**src/rtl/joy_db15_responder.sv**
```systemverilog
// rtl/joy_db15_responder.sv - DB15 dual-joystick shift-register responder answering a JOY_CLK/JOY_LOAD serial poll.
// Optional status outputs (frame_cnt, short_frame) are built when DB15_RESP_STATUS_EN is defined.
module joy_db15_responder #(
    parameter int FRAME_BITS      = 32,
    parameter int SYNC_STAGES     = 2,
    parameter int LOAD_ACTIVE_LOW = 1
) (
    input  logic        clk,
    input  logic        reset,
    input  logic        JOY_CLK,
    input  logic        JOY_LOAD,
    input  logic [15:0] joystick1,
    input  logic [15:0] joystick2,
    output logic        JOY_DATA
`ifdef DB15_RESP_STATUS_EN
    ,
    output logic [7:0]  frame_cnt,
    output logic        short_frame
`endif
);

    localparam int   HALF      = FRAME_BITS / 2;
    localparam int   CW        = $clog2(FRAME_BITS) + 1;
    localparam logic LOAD_IDLE = (LOAD_ACTIVE_LOW != 0);
    localparam logic [CW-1:0] CNT_LAST = CW'(FRAME_BITS - 1);

    typedef enum logic [1:0] {
        ST_IDLE,
        ST_LOAD,
        ST_SHIFT,
        ST_DONE
    } state_t;

    state_t                 state_q, state_d;
    logic [SYNC_STAGES-1:0] clk_sync_q, clk_sync_d;
    logic [SYNC_STAGES-1:0] load_sync_q, load_sync_d;
    logic                   clk_prev_q, clk_prev_d;
    logic [FRAME_BITS-1:0]  sr_q, sr_d;
    logic [CW-1:0]          cnt_q, cnt_d;
    logic                   joy_data_q, joy_data_d;

    logic                   clk_rise;
    logic                   load_active;
    logic [FRAME_BITS-1:0]  frame_vec;

    // Synchronisers shift the raw pins in at stage 0; edges are taken from the last stage.
    always_comb begin
        clk_sync_d  = {clk_sync_q[SYNC_STAGES-2:0], JOY_CLK};
        load_sync_d = {load_sync_q[SYNC_STAGES-2:0], JOY_LOAD};
        clk_prev_d  = clk_sync_q[SYNC_STAGES-1];
    end

    assign clk_rise    = clk_sync_q[SYNC_STAGES-1] & ~clk_prev_q;
    assign load_active = load_sync_q[SYNC_STAGES-1] ^ LOAD_IDLE;
    assign frame_vec   = ~{joystick2[HALF-1:0], joystick1[HALF-1:0]};

    always_comb begin
        state_d = state_q;
        sr_d    = sr_q;
        cnt_d   = cnt_q;
        // Load dominates everything, including a coincident shift clock.
        if (load_active) begin
            state_d = ST_LOAD;
            sr_d    = frame_vec;
            cnt_d   = '0;
        end else begin
            case (state_q)
                ST_IDLE: begin
                    state_d = ST_IDLE;
                end
                ST_LOAD: begin
                    state_d = ST_SHIFT;
                end
                ST_SHIFT: begin
                    if (clk_rise) begin
                        sr_d  = {1'b1, sr_q[FRAME_BITS-1:1]};
                        cnt_d = cnt_q + CW'(1);
                        if (cnt_q == CNT_LAST) begin
                            state_d = ST_DONE;
                        end
                    end
                end
                ST_DONE: begin
                    state_d = ST_DONE;
                end
                default: begin
                    state_d = ST_IDLE;
                end
            endcase
        end
        joy_data_d = ((state_d == ST_LOAD) || (state_d == ST_SHIFT)) ? sr_d[0] : 1'b1;
    end

    always_ff @(posedge clk) begin
        if (reset) begin
            state_q     <= ST_IDLE;
            clk_sync_q  <= '0;
            load_sync_q <= {SYNC_STAGES{LOAD_IDLE}};
            clk_prev_q  <= 1'b0;
            sr_q        <= '1;
            cnt_q       <= '0;
            joy_data_q  <= 1'b1;
        end else begin
            state_q     <= state_d;
            clk_sync_q  <= clk_sync_d;
            load_sync_q <= load_sync_d;
            clk_prev_q  <= clk_prev_d;
            sr_q        <= sr_d;
            cnt_q       <= cnt_d;
            joy_data_q  <= joy_data_d;
        end
    end

    assign JOY_DATA = joy_data_q;

`ifdef DB15_RESP_STATUS_EN
    logic [7:0] frame_cnt_q, frame_cnt_d;
    logic       short_frame_q, short_frame_d;

    // A frame is short when a new load interrupts SHIFT after at least one bit left.
    always_comb begin
        frame_cnt_d   = frame_cnt_q;
        short_frame_d = short_frame_q;
        if ((state_q == ST_SHIFT) && (state_d == ST_DONE)) begin
            frame_cnt_d = frame_cnt_q + 8'd1;
        end
        if (load_active && (state_q == ST_SHIFT) && (cnt_q != '0)) begin
            short_frame_d = 1'b1;
        end
    end

    always_ff @(posedge clk) begin
        if (reset) begin
            frame_cnt_q   <= '0;
            short_frame_q <= 1'b0;
        end else begin
            frame_cnt_q   <= frame_cnt_d;
            short_frame_q <= short_frame_d;
        end
    end

    assign frame_cnt   = frame_cnt_q;
    assign short_frame = short_frame_q;
`endif

endmodule

```
**config.mk**
```make
export PLATFORM = sky130hd
export DESIGN_NAME = joy_db15_responder
export DESIGN_NICKNAME = d
export VERILOG_FILES = /design/src/rtl/joy_db15_responder.sv
export SDC_FILE = /design/constraint.sdc
export NUM_CORES = 1
export LEC_CHECK = 0
export CORE_MARGIN = 5
export CORE_UTILIZATION = 53
export CTS_BUF_LIST = sky130_fd_sc_hd__clkbuf_8
export CTS_CLUSTER_DIAMETER = 200
export CTS_CLUSTER_SIZE = 12
export DETAILED_ROUTE_END_ITERATION = 7
export HOLD_SLACK_MARGIN = 0.06
export PLACE_DENSITY_LB_ADDON = 0.1
export RECOVER_POWER = 100
export SKIP_CTS_REPAIR_TIMING = 1
export SYNTH_ARGS = -nofsm -noshare
export SYNTH_HDL_FRONTEND = slang
export SYNTH_SLANG_ARGS = --single-unit
```
**constraint.sdc**
```tcl
create_clock -name clk -period 2 [get_ports clk]
set_clock_uncertainty 0.05 [all_clocks]
set_input_delay 0.6 -clock clk [delete_from_list [all_inputs] [get_ports clk]]
set_output_delay 0.6 -clock clk [all_outputs]
set_load 0.01 [all_outputs]
```
## Word-level counts from Yosys, hierarchy flattened

Index checks and enable logic that the tools add are counted.

| word-level totals | value |
|---|---|
| word-level logic and storage cells | 35 |
| output and inout port bits | 1 |
| flip-flop bits (word level) | 46 |
| input bits | 36 |

| cells by class | value |
|---|---|
| add/sub/neg operators | 1 |
| muxes and demuxes | 7 |
| equality and inequality tests | 8 |
| reductions and logical operators | 6 |
| bitwise operators | 5 |

Operator list:

| operator | number |
|---|---|
| 32-bit two-way mux | 3 |
| 32-bit inverter | 1 |
| 2-bit case mux with 4 select lines | 1 |
| 6-bit by 1-bit adder with 6-bit output (second input constant) | 1 |
| 2-bit == test (second input constant) | 3 |
| 6-bit by 5-bit == test with 1-bit output (second input constant) | 1 |
| 2-bit two-way mux | 3 |
| 2-bit by 1-bit == test with 1-bit output (second input constant) | 2 |
| 2-bit by 1-bit inequality test with 1-bit output (second input constant) | 2 |
| 2-bit AND reduction | 2 |
| 2-bit OR reduction | 2 |
| 1-bit inverter | 3 |
| 2-bit zero test | 1 |
| 1-bit AND | 1 |
| 1-bit logical OR | 1 |

## Logic depth before layout (Yosys ltp)

Gate-level depths: netlist (run 1).

| logic depth | value |
|---|---|
| word-level depth | 9 |
| depth in mapped cells | 5 |
| mapped depth without buffers | 5 |

## Worst setup path after synthesis (run 1)

Ideal clock, no wire load.

| path | value |
|---|---|
| kind | register to register |
| from | register cnt_q[0] |
| to | register joy_data_q (netlist: JOY_DATA) |
| setup time | 122 ps |
| path slack | 441 ps |
| clock period less this slack | 1,559 ps |
| buffers on the path | 0 |
| cell stages (with the launch flop) | 6 |
| data required time | 1,828 ps |
| arrival | 1,387 ps |
| cells stage by stage | dfxtp_1 -> ha_1 -> nand4b_1 -> nor3_1 -> or3b_2 -> a311o_1 |

| between the ends | value |
|---|---|
| word-level cells in the longest chain between the ends | 9 |
| elaborated cells on any way between the ends | 10 |
| those cells by class | eq/ne (3); mux (4); bitwise (1); reduce/logical (2) |

Ends and longest elaborated chain:

| what | line | RTL |
|---|---|---|
| from (decl) | 39 | `logic [CW-1:0] cnt_q, cnt_d;` |
| from (signal assigned) | 109 | `cnt_q <= cnt_d;` |
| 6-bit by 5-bit == test with 1-bit output (*) | 78 | `if (cnt_q == CNT_LAST) begin` |
| 2-bit two-way mux (*) | 78 |  |
| 2-bit two-way mux (*) | 75 | `if (clk_rise) begin` |
| 2-bit case mux with 4 select lines (*) | 67 | `case (state_q)` |
| 2-bit two-way mux (*) | 62 | `if (load_active) begin` |
| 2-bit by 1-bit == test with 1-bit output or 2-bit == test (tied branches) | 91 | `joy_data_d = ((state_d == ST_LOAD) \|\| (state_d == ST_SHIFT)) ? sr_d[0] : 1'b1;` |
| 1-bit logical OR (*) | 91 |  |
| 1-bit inverter (no line) (*) | - |  |
| 2-bit OR reduction (no line) (*) | - |  |
| to (signal assigned) | 110 | `joy_data_q <= joy_data_d;` |
| to (decl) | 40 | `logic joy_data_q, joy_data_d;` |

Mark *: on every way between the ends. The rest lies on a longest branch, timed or not.
A chain may end at the register's enable or synchronous reset.

## Final worst setup path (run 1)

| path | value |
|---|---|
| from | register joy_data_q (netlist: JOY_DATA) |
| to | output JOY_DATA |

RTL lines:

| what | line | RTL |
|---|---|---|
| to (decl) | 14 | `output logic JOY_DATA` |

No word-level cell between the ends.

==> out/results.ini, run 1 <==
[worst_setup_path]
crit_buf_inv=1
worst_path_max_delay_cell=dlygate4sd3_1
regToRegSetupSlack_ns=0.20
worstSetupPathDepth=1
reg2reg_to=sr_q[28]
critPathKind=flip-flop to output pin
cp_max_fo=1
arrival_ns=1.22
worst_setup_path_start_kind=flip-flop
path_cells=dlygate4sd3_1
r2r-start=state_q[1]
max_stage_delay_ns=0.60
worstSetupStartpoint=JOY_DATA
required_ns=1.35
worstRegToRegCells=4
cp_top_family=buffers and inverters
endpoint_kind=output pin
crit_end=JOY_DATA

[timing]
min_period_over_period_pct=93.48
whs_ns=0.3684
tightest_slew_ns=0.5572
setup-tns-final_ns=0
drv_slew=0
hold_violations=0
rsz0062_at_grt=no
max_slew_margin_pct=62.86
finalSetupViolations=0
finalCriticalPeriod_ns=1.870
fmax_mhz=534.9

[floorplan]
dieArea_um2=5035
core-area_um2=3633
die_w_um=70.96
rows=22
start_util_pct=54.20
die_h_um=70.96
io_pins=37

[placement]
hpwlAfterDp_mm=2.724
io_buffers=36
dp_cells=271
place.gp.congestion=0.7074

[route]
vias=1494
viasPerCell=5.355
dr.pass1.iters=3
postRouteAntennaNets=0
drc=0
drt_iter0_drc=77
totalWireLength_mm=3.747
wl_per_cell_um=13.43

[synthesis]
syn_inst=193
yosysSeqAreaShare_pct=46.76
synth_seq_cells=46
yosys_warnings=0
synth_cell_types=26
synth_fp_nets=230
syn_area_um2=1969
synth.avg_cell_area_um2=10.20

[finish]
n_antenna_cell=0
n_fill_cell=328
final_cell_mix=46 x dfxtp_1, 35 x clkdlybuf4s50_1, 34 x mux2i_1
fin_cells=279
final_common_cell=dfxtp_1
areaGrowthSynthToFinish_pct=25.16
num-nets-final=267
register_area_um2=920.9
multiInputGateArea_um2=963.4
drive_gt1_share_pct=8.658

[pwr]
power-per-cell-area_nw_per_um2=685.0
leakage_nw=0.8269
ir_drop_mv=0.5110

[global_routing]
grt_use_total_pct=15.83
antenna_found_initial=0
grt_pass1_vias=1447
grt_pass1_wl_mm=6.313
overflow=0
grt_max_degree=28

[clock_network]
cts_max_level=2
numCtsBuffers=5
cts-root-buf=clkbuf_8
clk_pin_slew_worst_paths_ns=0.08
cts_tree=built
cts.path.max_buffers=2
clk_latency_ns=0.29
cts_num_sinks=46

[flow_run]
cap_violations=0

[worst_hold_path]
hold_path.class=flip-flop to flip-flop
holdPathStages=1

[status]
outcome=complete, no violations

==> report_power, final <==
part | switching [mW] | leakage (nW) | internal [mW]
logic | 0.0585 | 0.399 | 0.105
clock network | 0.290 | 0.0524 | 0.274
registers | 0.0172 | 0.375 | 0.944
total | 0.366 | 0.827 | 1.32
==> state kept, by name, summed over array words and instances, names as in the netlist <==
signal       flops
load_sync_q      2
state_q          2
JOY_DATA         1
cnt_q            6
clk_prev_q       1
clk_sync_q       2
sr_q            32
==> cells in the mapped netlist, drive strengths merged <==
library cell  count  share of area (%)
a21oi            31                7.9
a311o             1               0.51
and3              1               0.32
and4bb            2                1.3
buf               6                2.7
clkbuf            9                1.7
dfxtp            46                 47
ha                1               0.64
mux2i            34                 17
nand2             3               0.57
nand2b            1               0.32
nand4             1               0.32
nand4b            1               0.44
nor2              9                1.7
nor2b             4                1.3
nor3              1               0.25
nor3b            30                 11
o21ai             1               0.25
or2               4                1.3
or2b              1               0.38
or3b              1               0.44
xnor2             2               0.89
xor2              3                1.3
==> logic make-up after synthesis <==
kind of cell    share of synthesized area [%]
simple gates                            20.01
flops                                   46.76
mux                                     17.28
compound gates                          8.640
buf+inv                                 4.447
xor+xnor                                2.224
fa+ha+maj                              0.6352
==> per-layer routing <==
layer | track usage, % | share of wire, % | up-vias
met5 | 0 | 0 | -
met3 | 5.824 | 4.8 | 6
li1 | - | - | 756
met2 | 26.78 | 49 | 26
met1 | 18.08 | 44 | 706
met4 | 6.263 | 1.7 | 0
==> final cells by class <==
| class | instances | share of cell area, % |
|---|---|---|
| Sequential cell | 46 | 37.36 |
| Tap cell | 48 | 2.437 |
| Multi-Input combinational cell | 132 | 39.09 |
| Clock inverter | 2 | 0.3553 |
| Timing Repair Buffer | 45 | 17.41 |
| Clock buffer | 6 | 3.350 |
==> stage by stage <==
step	power, mW	utilization [%]	area (um2)	setup WS [ns]
floorplan	1.052	-	1969	0.4414
global placement	1.143	65.98	2397	0.2050
detailed placement	1.150	65.98	2397	0.1664
CTS	1.708	68.49	2489	0.1804
global route	1.762	67.84	2465	0.08393
finish	1.688	67.84	2465	0.1305
==> worst min-delay path by stage <==
stage	to	slack, ns	from
2_1_floorplan	load_sync_q[1]	0.34	load_sync_q[0]
4_1_cts	load_sync_q[1]	0.37	load_sync_q[0]
6_report	load_sync_q[1]	0.37	load_sync_q[0]
3_5_place_dp	load_sync_q[1]	0.35	load_sync_q[0]
5_1_grt	load_sync_q[1]	0.38	load_sync_q[0]
3_3_place_gp	load_sync_q[1]	0.35	load_sync_q[0]
Power figures use the tool's default switching activity.
==> run 2, diff against run 1 <==
CTS_CLUSTER_SIZE = 25   (was 12)
==> results of run 2 <==
Final layout, timing and power as in run 1 (identical DEF).
==> run 3, diff against run 2 <==
ABC_AREA = 1   (was not set)
==> run 3 against run 2 <==
Worst setup slack better by 0.028 ns. Routed wire length is 3.5% higher. Power up 9.5%. Largest power group unchanged. Via count grew 12%.
==> out/results.ini, run 3 <==
[status]
outcome=complete, no violations

[timing]
tightest_slew_ns=0.6874
finalCriticalPeriod_ns=1.842
fmax_mhz=543.0
rsz0062_at_grt=no
hold_violations=0
max_slew_margin_pct=54.06
finalSetupViolations=0
setup-tns-final_ns=0
min_period_over_period_pct=92.09
drv_slew=0
finalWorstSetupSlack_ns=0.1582

[finish]
reg.largest.list=sr_q: 32 flops, cnt_q: 6 flops
top_register=sr_q
utilization_pct=66.55
num-nets-final=326
final_cell_mix=48 x nor2_1, 47 x nand2_1, 46 x dfxtp_1
largest_reg_flops=32
drive_gt1_share_pct=10.34
n_antenna_cell=0
areaGrowthSynthToFinish_pct=23.50
final_common_cell=nor2_1

[route]
routedLengthMet1_mm=1.766
met3_wirelength_um=257
dr.pass1.iters=4
route.met2.wl_mm=1.783
drc=0
viasPerCell=4.929
totalWireLength_mm=3.878
wl_per_cell_um=11.47
postRouteAntennaNets=0
vias=1666
drt_iter0_drc=146
highest_layer=met4

[pwr]
ir_drop_mv=0.5804
power_frac_clock_pct=36.5
leakage_nw=1.048
power.share.switching_pct=22.57
intPower_mw=1.431
combPwrFrac_pct=10.3
power-per-cell-area_nw_per_um2=770.3
fin_total_pwr_mw=1.849
p_sw_mw=0.4172
pwr-share-seq_pct=53.2

[floorplan]
start_util_pct=53.89
dieArea_um2=4977
rows=22
core-area_um2=3606
io_pins=37
die_h_um=70.55
die_w_um=70.55

[synthesis]
synth_cell_types=23
synth_seq_cells=46
yosysSeqAreaShare_pct=47.39
netlist_top_cells_area=dfxtp_1 47%, nand2_1 9.1%, nor2_1 8.9%
ys_top_cells_by_count=47 x nand2_1, 46 x dfxtp_1, 46 x nor2_1
yosys_warnings=0
synth_fp_nets=293
synth_ff_type=dfxtp_1
async_flop_share_pct=0
synth_top_area_cell=dfxtp_1
synth_edf_count=0
synth_top_area_share_pct=47.39
syn_inst=256
syn_area_um2=1943
synthMostInstantiatedCell=nand2_1
synth.avg_cell_area_um2=7.590

[worst_hold_path]
hold_path.class=flip-flop to flip-flop

[worst_setup_path]
regToRegSetupSlack_ns=0.31
endpoint_kind=output pin
path_cells=dlygate4sd3_1
arrival_ns=1.19
worst_setup_path_start_kind=flip-flop
required_ns=1.35
worst_path_max_delay_cell=dlygate4sd3_1
crit_buf_inv=1
cp_top_family=buffers and inverters
cp_max_fo=1
critPathKind=flip-flop to output pin
max_stage_delay_ns=0.59

[clock_network]
cts_num_sinks=46
clk_latency_ns=0.30
cts.path.max_buffers=2
cts-root-buf=clkbuf_8
clk_pin_slew_worst_paths_ns=0.08
cts_tree=built
cts_max_level=2
numCtsBuffers=5

[global_routing]
antenna_found_initial=0
grt_pass1_vias=1534
grt_pass1_wl_mm=6.727
grt_max_degree=34
overflow=0
grt_use_total_pct=16.66

[placement]
io_buffers=36
hpwlAfterDp_mm=2.671
dp_slack_ns=0.07785
place.gp.congestion=0.7968

[flow_run]
cap_violations=0

run 3: path summary, 6_finish.rpt:
path / from / to / cells past startpoint
hold / removal: clk_sync_q[0] / clk_sync_q[1] / 2
setup reg to reg: state_q[0] / sr_q[31] / 7
hold reg to reg: clk_sync_q[0] / clk_sync_q[1] / 2
setup / recovery: JOY_DATA / JOY_DATA / 1
run 3: final cells by class:
type | count | area (um2)
fillers | 323 | 1206
well taps | 48 | 60.06
clock buffers | 5 | 68.82
inverters | 18 | 67.56
clock inverters | 3 | 40.04
multi-input cells | 178 | 854.6
flip-flops and latches | 46 | 920.9
repair buffers | 40 | 387.9
run 3: power by group through the flow:
| stage | logic [mW] | registers, mW | clock network [mW] |
|---|---|---|---|
| after global routing | 0.215 | 0.988 | 0.717 |
| final | 0.191 | 0.983 | 0.675 |
| after floorplan | 0.107 | 0.998 | 0 |
| after global placement | 0.193 | 1.00 | 0 |
| after detailed placement | 0.197 | 1.00 | 0 |
| after CTS | 0.198 | 0.983 | 0.685 |
run 3: metal layers:
metal  GRT usage, %  vias up
li1               -      890
met5              0        -
met4          5.428        0
met1          21.08      726
met3          6.108        8
met2          26.51       42
run 3: logic make-up (layout without fill, tap and decap cells):
family,Yosys count,count (layout),share of synthesized area [%]
adders and majority gates,1,1,0.6438
DFF,46,46,47.39
and+or+nand+nor,126,126,28.78
buffers and inverters,32,66,8.113
AOI/OAI and AO/OA,51,51,15.07
run 3: per-stage QoR:
step	instance area (um2)	cells	hold WS, ns
after floorplan	1943	256	0.3383
after global placement	2316	330	0.3417
after detailed placement	2316	330	0.3433
after CTS	2425	338	0.3586
after global routing	2400	338	0.3672
final	2400	338	0.3578
